===== config.mk =====
export PLATFORM = sky130hd
export DESIGN_NAME = irq_controller_flat
export DESIGN_NICKNAME = d
export VERILOG_FILES = /design/src/rtl/irq_controller_if.sv /design/src/rtl/irq_controller.sv /design/src/flat_wrapper.sv
export SDC_FILE = /design/constraint.sdc
export NUM_CORES = 1
export LEC_CHECK = 0
export BUFFER_PORTS_ARGS = -buffer_cell sky130_fd_sc_hd__buf_2
export CAP_MARGIN = 20
export CORE_MARGIN = 4
export CORE_UTILIZATION = 34
export CTS_BUF_LIST = sky130_fd_sc_hd__clkbuf_8
export CTS_CLUSTER_SIZE = 20
export DETAILED_ROUTE_END_ITERATION = 8
export SYNTH_ARGS = -nofsm -noshare
export SYNTH_HDL_FRONTEND = slang
export SYNTH_SLANG_ARGS = --single-unit

===== constraint.sdc =====
create_clock -name clk -period 2.05 [get_ports clk]
set_input_delay 0.1025 -clock clk [delete_from_list [all_inputs] [get_ports clk]]
set_output_delay 0.1025 -clock clk [all_outputs]
set_load 0.02 [all_outputs]

===== src/rtl/irq_controller_if.sv =====
// Bus bundle between the core/register bus and the interrupt controller.
// Carries the timer flags, the register port and the interrupt handshake.
interface irq_controller_if #(
    parameter int NUM_IRQ_SOURCES = 4,
    parameter int DATA_WIDTH      = 8
);
    localparam int ID_W = (NUM_IRQ_SOURCES > 1) ? $clog2(NUM_IRQ_SOURCES) : 1;

    logic [NUM_IRQ_SOURCES-1:0] irq_src;
    logic [1:0]                 addr;
    logic                       wr_en;
    logic [DATA_WIDTH-1:0]      wr_data;
    logic [DATA_WIDTH-1:0]      rd_data;
    logic                       irq_ack;
    logic                       irq_eoi;
    logic                       irq_req;
    logic [ID_W-1:0]            irq_id;

    // Handshake: irq_req acts as valid and stays high with irq_id stable until a
    // one-cycle irq_ack (ready) is seen or the request is withdrawn; irq_eoi then
    // closes the service period. Pulses outside their phase are ignored.
    modport master (
        output irq_src, addr, wr_en, wr_data, irq_ack, irq_eoi,
        input  rd_data, irq_req, irq_id
    );

    modport slave (
        input  irq_src, addr, wr_en, wr_data, irq_ack, irq_eoi,
        output rd_data, irq_req, irq_id
    );
endinterface


===== src/rtl/irq_controller.sv =====
// Edge-latched, masked, fixed-priority interrupt controller with a
// memory-mapped ENABLE/PENDING/CAUSE/CTRL register file and req/ack/eoi handshake.
module irq_controller #(
    parameter int NUM_IRQ_SOURCES = 4,
    parameter int DATA_WIDTH      = 8
) (
    input  logic             clk,
    input  logic             rst,
    irq_controller_if.slave  bus,
    output logic [1:0]       dbg_state_o
);
    localparam int N    = NUM_IRQ_SOURCES;
    localparam int DW   = DATA_WIDTH;
    localparam int ID_W = (N > 1) ? $clog2(N) : 1;

    typedef enum logic [1:0] {
        ST_IDLE    = 2'd0,
        ST_REQ     = 2'd1,
        ST_SERVICE = 2'd2
    } state_e;

    state_e          state_q;
    logic            req_q;
    logic [ID_W-1:0] id_q;
    logic [N-1:0]    src_q, enable_q, pending_q;
    logic [N-1:0]    enable_d, pending_d;
    logic            gie_q, gie_d;
    logic [DW-1:0]   rd_q, rd_d;

    logic [N-1:0]    rise, active, w1c, ack_clr;
    logic [ID_W-1:0] sel_id;
    logic [DW-1:0]   cause;
    logic            ack_take, withdraw;
    logic            unused_wr_bits;

    assign unused_wr_bits = &{1'b0, bus.wr_data};

    always_comb begin
        rise   = bus.irq_src & ~src_q;
        active = pending_q & enable_q;

        sel_id = '0;
        for (int i = N - 1; i >= 0; i--) begin
            if (active[i]) sel_id = ID_W'(i);
        end

        enable_d = enable_q;
        gie_d    = gie_q;
        w1c      = '0;
        if (bus.wr_en) begin
            case (bus.addr)
                2'd0:    enable_d = bus.wr_data[N-1:0];
                2'd1:    w1c      = bus.wr_data[N-1:0];
                2'd3:    gie_d    = bus.wr_data[0];
                default: ;
            endcase
        end

        ack_take = (state_q == ST_REQ) && bus.irq_ack;
        ack_clr  = '0;
        if (ack_take) ack_clr[id_q] = 1'b1;

        // A fresh edge wins over a simultaneous software or ack clear.
        pending_d = (pending_q & ~w1c & ~ack_clr) | rise;

        // Withdrawal looks at the values that take effect on this edge.
        withdraw = !pending_d[id_q] || !enable_d[id_q] || !gie_d;

        cause            = '0;
        cause[DW-1]      = (state_q == ST_SERVICE);
        cause[ID_W-1:0]  = id_q;

        rd_d = '0;
        case (bus.addr)
            2'd0:    rd_d[N-1:0] = enable_q;
            2'd1:    rd_d[N-1:0] = pending_q;
            2'd2:    rd_d        = cause;
            default: rd_d[0]     = gie_q;
        endcase
    end

    always_ff @(posedge clk or posedge rst) begin
        if (rst) begin
            src_q     <= '0;
            enable_q  <= '0;
            pending_q <= '0;
            gie_q     <= 1'b0;
            rd_q      <= '0;
        end else begin
            src_q     <= bus.irq_src;
            enable_q  <= enable_d;
            pending_q <= pending_d;
            gie_q     <= gie_d;
            rd_q      <= rd_d;
        end
    end

    always_ff @(posedge clk or posedge rst) begin
        if (rst) begin
            state_q <= ST_IDLE;
            req_q   <= 1'b0;
            id_q    <= '0;
        end else begin
            case (state_q)
                ST_IDLE: begin
                    if (gie_q && (|active)) begin
                        state_q <= ST_REQ;
                        req_q   <= 1'b1;
                        id_q    <= sel_id;
                    end
                end
                ST_REQ: begin
                    if (ack_take) begin
                        state_q <= ST_SERVICE;
                        req_q   <= 1'b0;
                    end else if (withdraw) begin
                        state_q <= ST_IDLE;
                        req_q   <= 1'b0;
                    end
                end
                ST_SERVICE: begin
                    if (bus.irq_eoi) state_q <= ST_IDLE;
                end
                default: begin
                    state_q <= ST_IDLE;
                    req_q   <= 1'b0;
                end
            endcase
        end
    end

    assign bus.rd_data  = rd_q;
    assign bus.irq_req  = req_q;
    assign bus.irq_id   = id_q;
    assign dbg_state_o  = state_q;
endmodule


===== src/flat_wrapper.sv =====
// flat-port wrapper written by rule: the top's interface ports become plain ports
module irq_controller_flat 
#(
    parameter int NUM_IRQ_SOURCES = 4,
    parameter int DATA_WIDTH      = 8
)
  (clk, rst, dbg_state_o, bus_irq_src, bus_addr, bus_wr_en, bus_wr_data, bus_irq_ack, bus_irq_eoi, bus_rd_data, bus_irq_req, bus_irq_id);
  irq_controller_if #(.NUM_IRQ_SOURCES(NUM_IRQ_SOURCES), .DATA_WIDTH(DATA_WIDTH)) bus_i ();
  input  logic clk;
  input  logic rst;
  output logic [1:0] dbg_state_o;
  input wire logic [$bits(bus_i.irq_src)-1:0] bus_irq_src;
  input wire logic [$bits(bus_i.addr)-1:0] bus_addr;
  input wire logic [$bits(bus_i.wr_en)-1:0] bus_wr_en;
  input wire logic [$bits(bus_i.wr_data)-1:0] bus_wr_data;
  input wire logic [$bits(bus_i.irq_ack)-1:0] bus_irq_ack;
  input wire logic [$bits(bus_i.irq_eoi)-1:0] bus_irq_eoi;
  output wire logic [$bits(bus_i.rd_data)-1:0] bus_rd_data;
  output wire logic [$bits(bus_i.irq_req)-1:0] bus_irq_req;
  output wire logic [$bits(bus_i.irq_id)-1:0] bus_irq_id;
  assign bus_i.irq_src = bus_irq_src;
  assign bus_i.addr = bus_addr;
  assign bus_i.wr_en = bus_wr_en;
  assign bus_i.wr_data = bus_wr_data;
  assign bus_i.irq_ack = bus_irq_ack;
  assign bus_i.irq_eoi = bus_irq_eoi;
  assign bus_rd_data = bus_i.rd_data;
  assign bus_irq_req = bus_i.irq_req;
  assign bus_irq_id = bus_i.irq_id;
  irq_controller #(.NUM_IRQ_SOURCES(NUM_IRQ_SOURCES), .DATA_WIDTH(DATA_WIDTH)) u_core (.clk(clk), .rst(rst), .bus(bus_i), .dbg_state_o(dbg_state_o));
endmodule

Word level (Yosys, flattened, before mapping) --
Cells that the tools add are included.
Storage, ports and cells: bits in registers 26, word-level logic and storage cells 70, output and inout port bits 13, bits of input ports 19
Cells by class: magnitude comparators 2, mux-type cells 29, reductions and logical operators 14, equality and inequality tests 8, bitwise gates (word level) 9
Operators with widths (number):
- $mux 4 | 6
- $and 4x4->4 | 4
- $mux 2 | 8
- $not 4->4 | 3
- $pmux 3 s3 | 1
- $mux 1 | 8
- $eq 2x2->1 const B | 3
- $pmux 1 s3 | 2
- $pmux 2 s3 | 1
- $reduce_and 3->1 | 2
- $bmux 1 s2 | 2
- $eq 2x1->1 const B | 2
- $logic_not 2->1 | 2
- $or 4x4->4 | 1
- $reduce_or 4->1 | 1
- $logic_and 1x1->1 | 3
- $logic_not 1->1 | 3
- $lt 2x3->1 const B | 1
- $ne 3x1->1 const B | 1
- $demux 1 s2 | 1
- $ge 2x1->1 const B | 1
- $logic_or 1x1->1 | 2
- $ne 2x1->1 const B | 1
- $ne 2x2->1 const B | 1
- 2 further kinds | 2

Logic depth before layout (Yosys ltp) --
depth after elaboration 16, gate-level depth with buffers 6, depth with buffers taken out 5

Worst setup path before layout --
Ideal clock, no wire load.
path kind flip-flop to flip-flop, from reg u_core.id_q[0] (netlist: u_core.bus.irq_id[0]), to reg u_core.req_q (netlist: u_core.bus.irq_req), stages on the path, launching flop included 7, setup slack 0.313 ns, path buffers 1, setup time 0.104 ns, period minus slack after synthesis 1.737 ns, arrival 1.633 ns, data required time 1.946 ns, path through dfrtp_1 > clkbuf_1 > nor2_1 > nand2_1 > a21oi_1 > a2111o_1 > o41ai_2
Between the ends: longest elaborated chain between the ends 15, elaborated cells between the ends (all ways) 19, classes of those cells order compare (2); eq/ne (1); mux (7); bitwise (3); reduce/logical (6)
Ends and longest elaborated chain:
- start, declared | line irq_controller.sv:24 | logic [ID_W-1:0] id_q;
- start signal, assigned | line irq_controller.sv:109 | id_q <= sel_id;
- $lt 2x3->1 (not written as such) / $ge 2x1->1 (equally long branches) | line irq_controller.sv:61 | if (ack_take) ack_clr[id_q] = 1'b1;
- $logic_and 1x1->1 (not written as such) | line irq_controller.sv:61
- $mux 1 (not written as such) | line irq_controller.sv:61
- $demux 1 s2
- $mux 4 | line irq_controller.sv:61
- $not 4->4 | line irq_controller.sv:64 | pending_d = (pending_q & ~w1c & ~ack_clr) | rise;
- $and 4x4->4 | line irq_controller.sv:64
- $or 4x4->4 | line irq_controller.sv:64
- $bmux 1 s2 | line irq_controller.sv:67 | withdraw = !pending_d[id_q] || !enable_d[id_q] || !gie_d;
- $mux 1 (not written as such) | line irq_controller.sv:67
- $logic_not 1->1 | line irq_controller.sv:67
- $logic_or 1x1->1 * (2 in a row) | line irq_controller.sv:67
- $ne 3x1->1 (no source line) *
- $reduce_and 3->1 (no source line) *
- end signal, assigned | line irq_controller.sv:101 | req_q <= 1'b0;
- end signal, assigned | line irq_controller.sv:108 | req_q <= 1'b1;
- end signal, assigned | line irq_controller.sv:115 | req_q <= 1'b0;
- end, declared | line irq_controller.sv:23 | logic req_q;
Every way passes the cells marked *; elsewhere a longest branch is shown, timed or not. The select of a mux whose other input is x is not followed. A chain may end at the register's enable or synchronous reset.

Worst setup path in the final report --
from reg u_core.id_q[0] (netlist: u_core.bus.irq_id[0]), to reg u_core.state_q[0] (netlist: u_core.dbg_state_o[0])
Between the ends: longest elaborated chain between the ends 15, elaborated cells between the ends (all ways) 19, classes of those cells order compare (2); eq/ne (1); mux (7); bitwise (3); reduce/logical (6)
Ends and longest elaborated chain:
- $lt 2x3->1 (not written as such) / $ge 2x1->1 (equally long branches) | line irq_controller.sv:61
- $logic_and 1x1->1 (not written as such) | line irq_controller.sv:61
- $mux 1 (not written as such) | line irq_controller.sv:61
- $demux 1 s2
- $mux 4 | line irq_controller.sv:61
- $not 4->4 | line irq_controller.sv:64
- $and 4x4->4 | line irq_controller.sv:64
- $or 4x4->4 | line irq_controller.sv:64
- $bmux 1 s2 | line irq_controller.sv:67
- $mux 1 (not written as such) | line irq_controller.sv:67
- $logic_not 1->1 | line irq_controller.sv:67
- $logic_or 1x1->1 * (2 in a row) | line irq_controller.sv:67
- $ne 3x1->1 (no source line) *
- $reduce_and 3->1 (no source line) *
- end signal, assigned | line irq_controller.sv:100 | state_q <= ST_IDLE;
- end signal, assigned | line irq_controller.sv:107 | state_q <= ST_REQ;
- end signal, assigned | line irq_controller.sv:114 | state_q <= ST_SERVICE;
- end, declared | line irq_controller.sv:22 | state_e state_q;
Marked as above.

==> metrics.json <==
{
  "synth": {
    "synth.yosys.seq_area_share_pct": 48.9,
    "syn_area_um2": 1180,
    "synth_cell_types": 30,
    "synth.yosys.warnings": 0,
    "synth_seq_cells": 23,
    "syn-mean-instance-area_um2": 11.3,
    "number_of_instances_in_the_synthesized_netlist": 104
  },
  "worst_setup_path": {
    "r2r_setup_slack_ns": 0.28,
    "worst_setup_path_end_kind": "register",
    "crit_path_start_kind": "register",
    "critical_path.max_stage_delay_ns": 0.47,
    "worstSetupPathType": "reg2reg",
    "path_max_fanout": 7,
    "crit_arrival_ns": 1.94,
    "required_time_of_the_critical_path_ns": 2.21,
    "worst_path_max_delay_cell": "sky130_fd_sc_hd__dfrtp_1",
    "timing.critical_path.cells": "mux4_1, o21ai_1, a2111o_1, o32ai_1"
  },
  "floorplanning": {
    "die_area_um2": 4460,
    "placement_rows": 21,
    "floorplan.initialDensity_pct": 35.2,
    "die_w_um": 66.8,
    "io_pins": 32,
    "core_um2": 3340,
    "die_height_um": 66.8
  },
  "timing": {
    "final_critical_path_required_period_ns": 1.77,
    "fin_tns_setup_ns": 0,
    "slew_headroom_pct": 42.7,
    "grt_setup_unrepaired": "no",
    "final-hold-violation-count": 0,
    "timing.final.crit_share_pct": 86.4,
    "setup_viol": 0,
    "final-max-slew-violation-count": 0,
    "timing_worst_slew_pin_value_ns": 0.859,
    "timing.clock.skew_ns": 0.00166,
    "maxClockFrequency_mhz": 564
  },
  "detailed_routing": {
    "drt_iter0_drc": 40,
    "vias_per_cell": 4.66,
    "wl_um": 2370,
    "routed-via-count": 839,
    "avgRoutedWirePerCell_um": 13.2,
    "drt_pass1_iterations": 4,
    "detail_route.drc_violations": 0,
    "antenna_left": 0
  },
  "clocking": {
    "clock_insertion_delay_worst_skew_ns": 0.26,
    "number_of_sinks_driven_by_the_clock_tree": 23,
    "clk_root_buffer_cell": "sky130_fd_sc_hd__clkbuf_8",
    "cts_repair_resize_count": 0,
    "cts_max_level": 1,
    "cts_max_path_buffers": 2,
    "cts_buffers": 3,
    "clk_pin_slew_ns": 0.08,
    "cts_tree": "yes"
  },
  "grt": {
    "global_route_wire_length_before_repair_um": 4170,
    "grt_use_total_pct": 12.4,
    "vias_in_the_first_global_route": 894,
    "globalRouteOverflowTotal": 0,
    "antenna_found_initial": 0,
    "grt_start_max_net_pins": 24
  },
  "power_and_ir_drop": {
    "overall_power_consumption_mw": 1.61,
    "power_per_cell_area_nw_per_um2": 1140,
    "worst_ir_drop_vdd_mv": 0.540,
    "leakage_nw": 0.661
  },
  "cells_and_area": {
    "fin_nets": 154,
    "fillers": 344,
    "layout_cells_sized_above_1_pct": 30.6,
    "area_growth_syn_to_layout_pct": 20.1,
    "diodes": 0
  },
  "outcome": {
    "outcome": "complete, no violations"
  },
  "placed_design": {
    "detailedPlacementHpwl_um": 1810,
    "place_congestion": 0.823,
    "placement.io_buffers": 24
  },
  "worst_hold_path": {
    "hold_wc_path_type": "in2async"
  },
  "flow_run": {
    "timing.max_cap.violations": 0
  }
}
## report_power, final
group,switching (mW),internal [mW]
combinational,0.349,0.303
clock,0.142,0.134
sequential,0.112,0.566
## routing by layer
layer	global-route usage (%)	part of all wire (%)	wire length, um
met5	0	0	0
met4	5.08	1.4	32
met2	19.8	46	1080
met1	15.3	46	1090
met3	3.88	7.3	172
## cell type report
cell class	instances	area, um2	share of cell area, %
Tap cell	46	57.6	4.07
Inverter	5	18.8	1.33
Sequential cell	23	576	40.7
Timing Repair Buffer	31	183	12.9
Multi-Input combinational cell	71	533	37.7
Clock inverter	1	3.75	0.266
Clock buffer	3	41.3	2.92
## synth_stat cells (all sizes together)
cell	instances	share of area [%]
a21bo	2	1.7
a21oi	5	2.1
a2111o	1	0.96
o41ai	1	1.4
nor2	8	2.6
and3b	1	0.85
o2bb2ai	1	0.74
o21ai	6	2.6
nand2b	8	4.3
o32ai	1	0.74
nor3b	4	3.5
dfrtp	23	49
clkbuf	1	0.32
mux2i	3	2.6
mux2	7	6.7
buf	6	4.5
a22o	2	1.5
conb	1	0.32
mux4	2	4.5
inv	5	1.6
a32oi	1	0.74
a21boi	3	1.9
o31ai	1	0.64
nand3b	2	1.3
nand3	3	1.3
nand2	6	1.9
## path summary, 6_finish.rpt
path	from	end	depth (start not counted)
hold reg to reg	u_core.src_q[2]	u_core.pending_q[2]	2
min in group clk	bus_irq_eoi	u_core.dbg_state_o[1]	2
setup / recovery	u_core.bus.irq_id[0]	u_core.dbg_state_o[0]	4
hold / removal	rst	u_core.bus.rd_data[3]	2
max in group asynchronous	rst	u_core.bus.irq_req	2
setup reg to reg	u_core.bus.irq_id[0]	u_core.dbg_state_o[0]	4
## state kept, by name, summed over array words and instances, names as in the netlist
signal	cells
u_core.bus.irq_req	1
u_core.enable_q	4
u_core.gie_q	1
u_core.src_q	4
u_core.bus.rd_data	5
u_core.bus.irq_id	2
u_core.pending_q	4
u_core.dbg_state_o	2
## stage by stage
step / utilization, % / instances / instance area, um2 / worst slack (ns) / hold WS (ns)
floorplan: - / 106 / 1180 / 0.313 / 0.104
global placement: 39.8 / 172 / 1330 / 0.289 / 0.227
detailed placement: 39.8 / 172 / 1330 / 0.282 / 0.231
CTS: 42.3 / 180 / 1410 / 0.251 / 0.0121
global route: 42.3 / 180 / 1410 / 0.164 / 0.0125
finish: 42.3 / 180 / 1410 / 0.278 / 0.00190
## what timing repair did
item	CTS	global route
setup buffers	0	0
hold endpoints to repair	4	0
hold buffers	4	0
## worst max-delay path: cells and delay by family, from the launching register on
family	cells	cell delay (ns)
AO/OA/AOI/OAI	3	0.83
flip-flops	1	0.47
multiplexers	1	0.37
## cells in the final DEF (no fill, tap or decap)
master,synthesis,routed
sky130_fd_sc_hd__clkbuf_8,0,3
sky130_fd_sc_hd__o32ai_1,1,1
sky130_fd_sc_hd__mux2_2,6,6
sky130_fd_sc_hd__nor2_1,8,8
sky130_fd_sc_hd__a22o_1,2,2
sky130_fd_sc_hd__nand3_1,3,3
sky130_fd_sc_hd__o21ai_1,2,2
sky130_fd_sc_hd__nand2b_1,8,8
sky130_fd_sc_hd__nor3b_4,1,1
sky130_fd_sc_hd__nand2_1,6,6
sky130_fd_sc_hd__mux2_1,1,1
sky130_fd_sc_hd__and3b_2,1,1
sky130_fd_sc_hd__inv_1,5,6
sky130_fd_sc_hd__mux2i_1,3,3
sky130_fd_sc_hd__a21boi_1,3,3
sky130_fd_sc_hd__buf_4,4,3
sky130_fd_sc_hd__o2bb2ai_1,1,1
sky130_fd_sc_hd__dlygate4sd3_1,0,4
sky130_fd_sc_hd__conb_1,1,3
sky130_fd_sc_hd__nand3b_1,2,2
sky130_fd_sc_hd__o21ai_0,4,4
sky130_fd_sc_hd__dfrtp_1,23,23
sky130_fd_sc_hd__mux4_1,2,2
sky130_fd_sc_hd__a21bo_2,2,2
sky130_fd_sc_hd__o41ai_2,1,1
sky130_fd_sc_hd__nor3b_1,3,3
sky130_fd_sc_hd__a21oi_1,5,5
sky130_fd_sc_hd__a32oi_1,1,1
sky130_fd_sc_hd__a2111o_1,1,1
sky130_fd_sc_hd__o31ai_1,1,1
sky130_fd_sc_hd__buf_2,0,24
## logic make-up (layout without fill, tap and decap cells)
logic type / count (synthesis) / after routing / synth area share [%]
buffers and inverters: 12 / 40 / 6.38
and+or+nand+nor: 32 / 32 / 15.6
AOI/OAI and AO/OA: 24 / 24 / 15.0
muxes: 12 / 12 / 13.7
DFF: 23 / 23 / 48.9
other: 1 / 3 / 0.319
(Power assumes the default switching activity.)
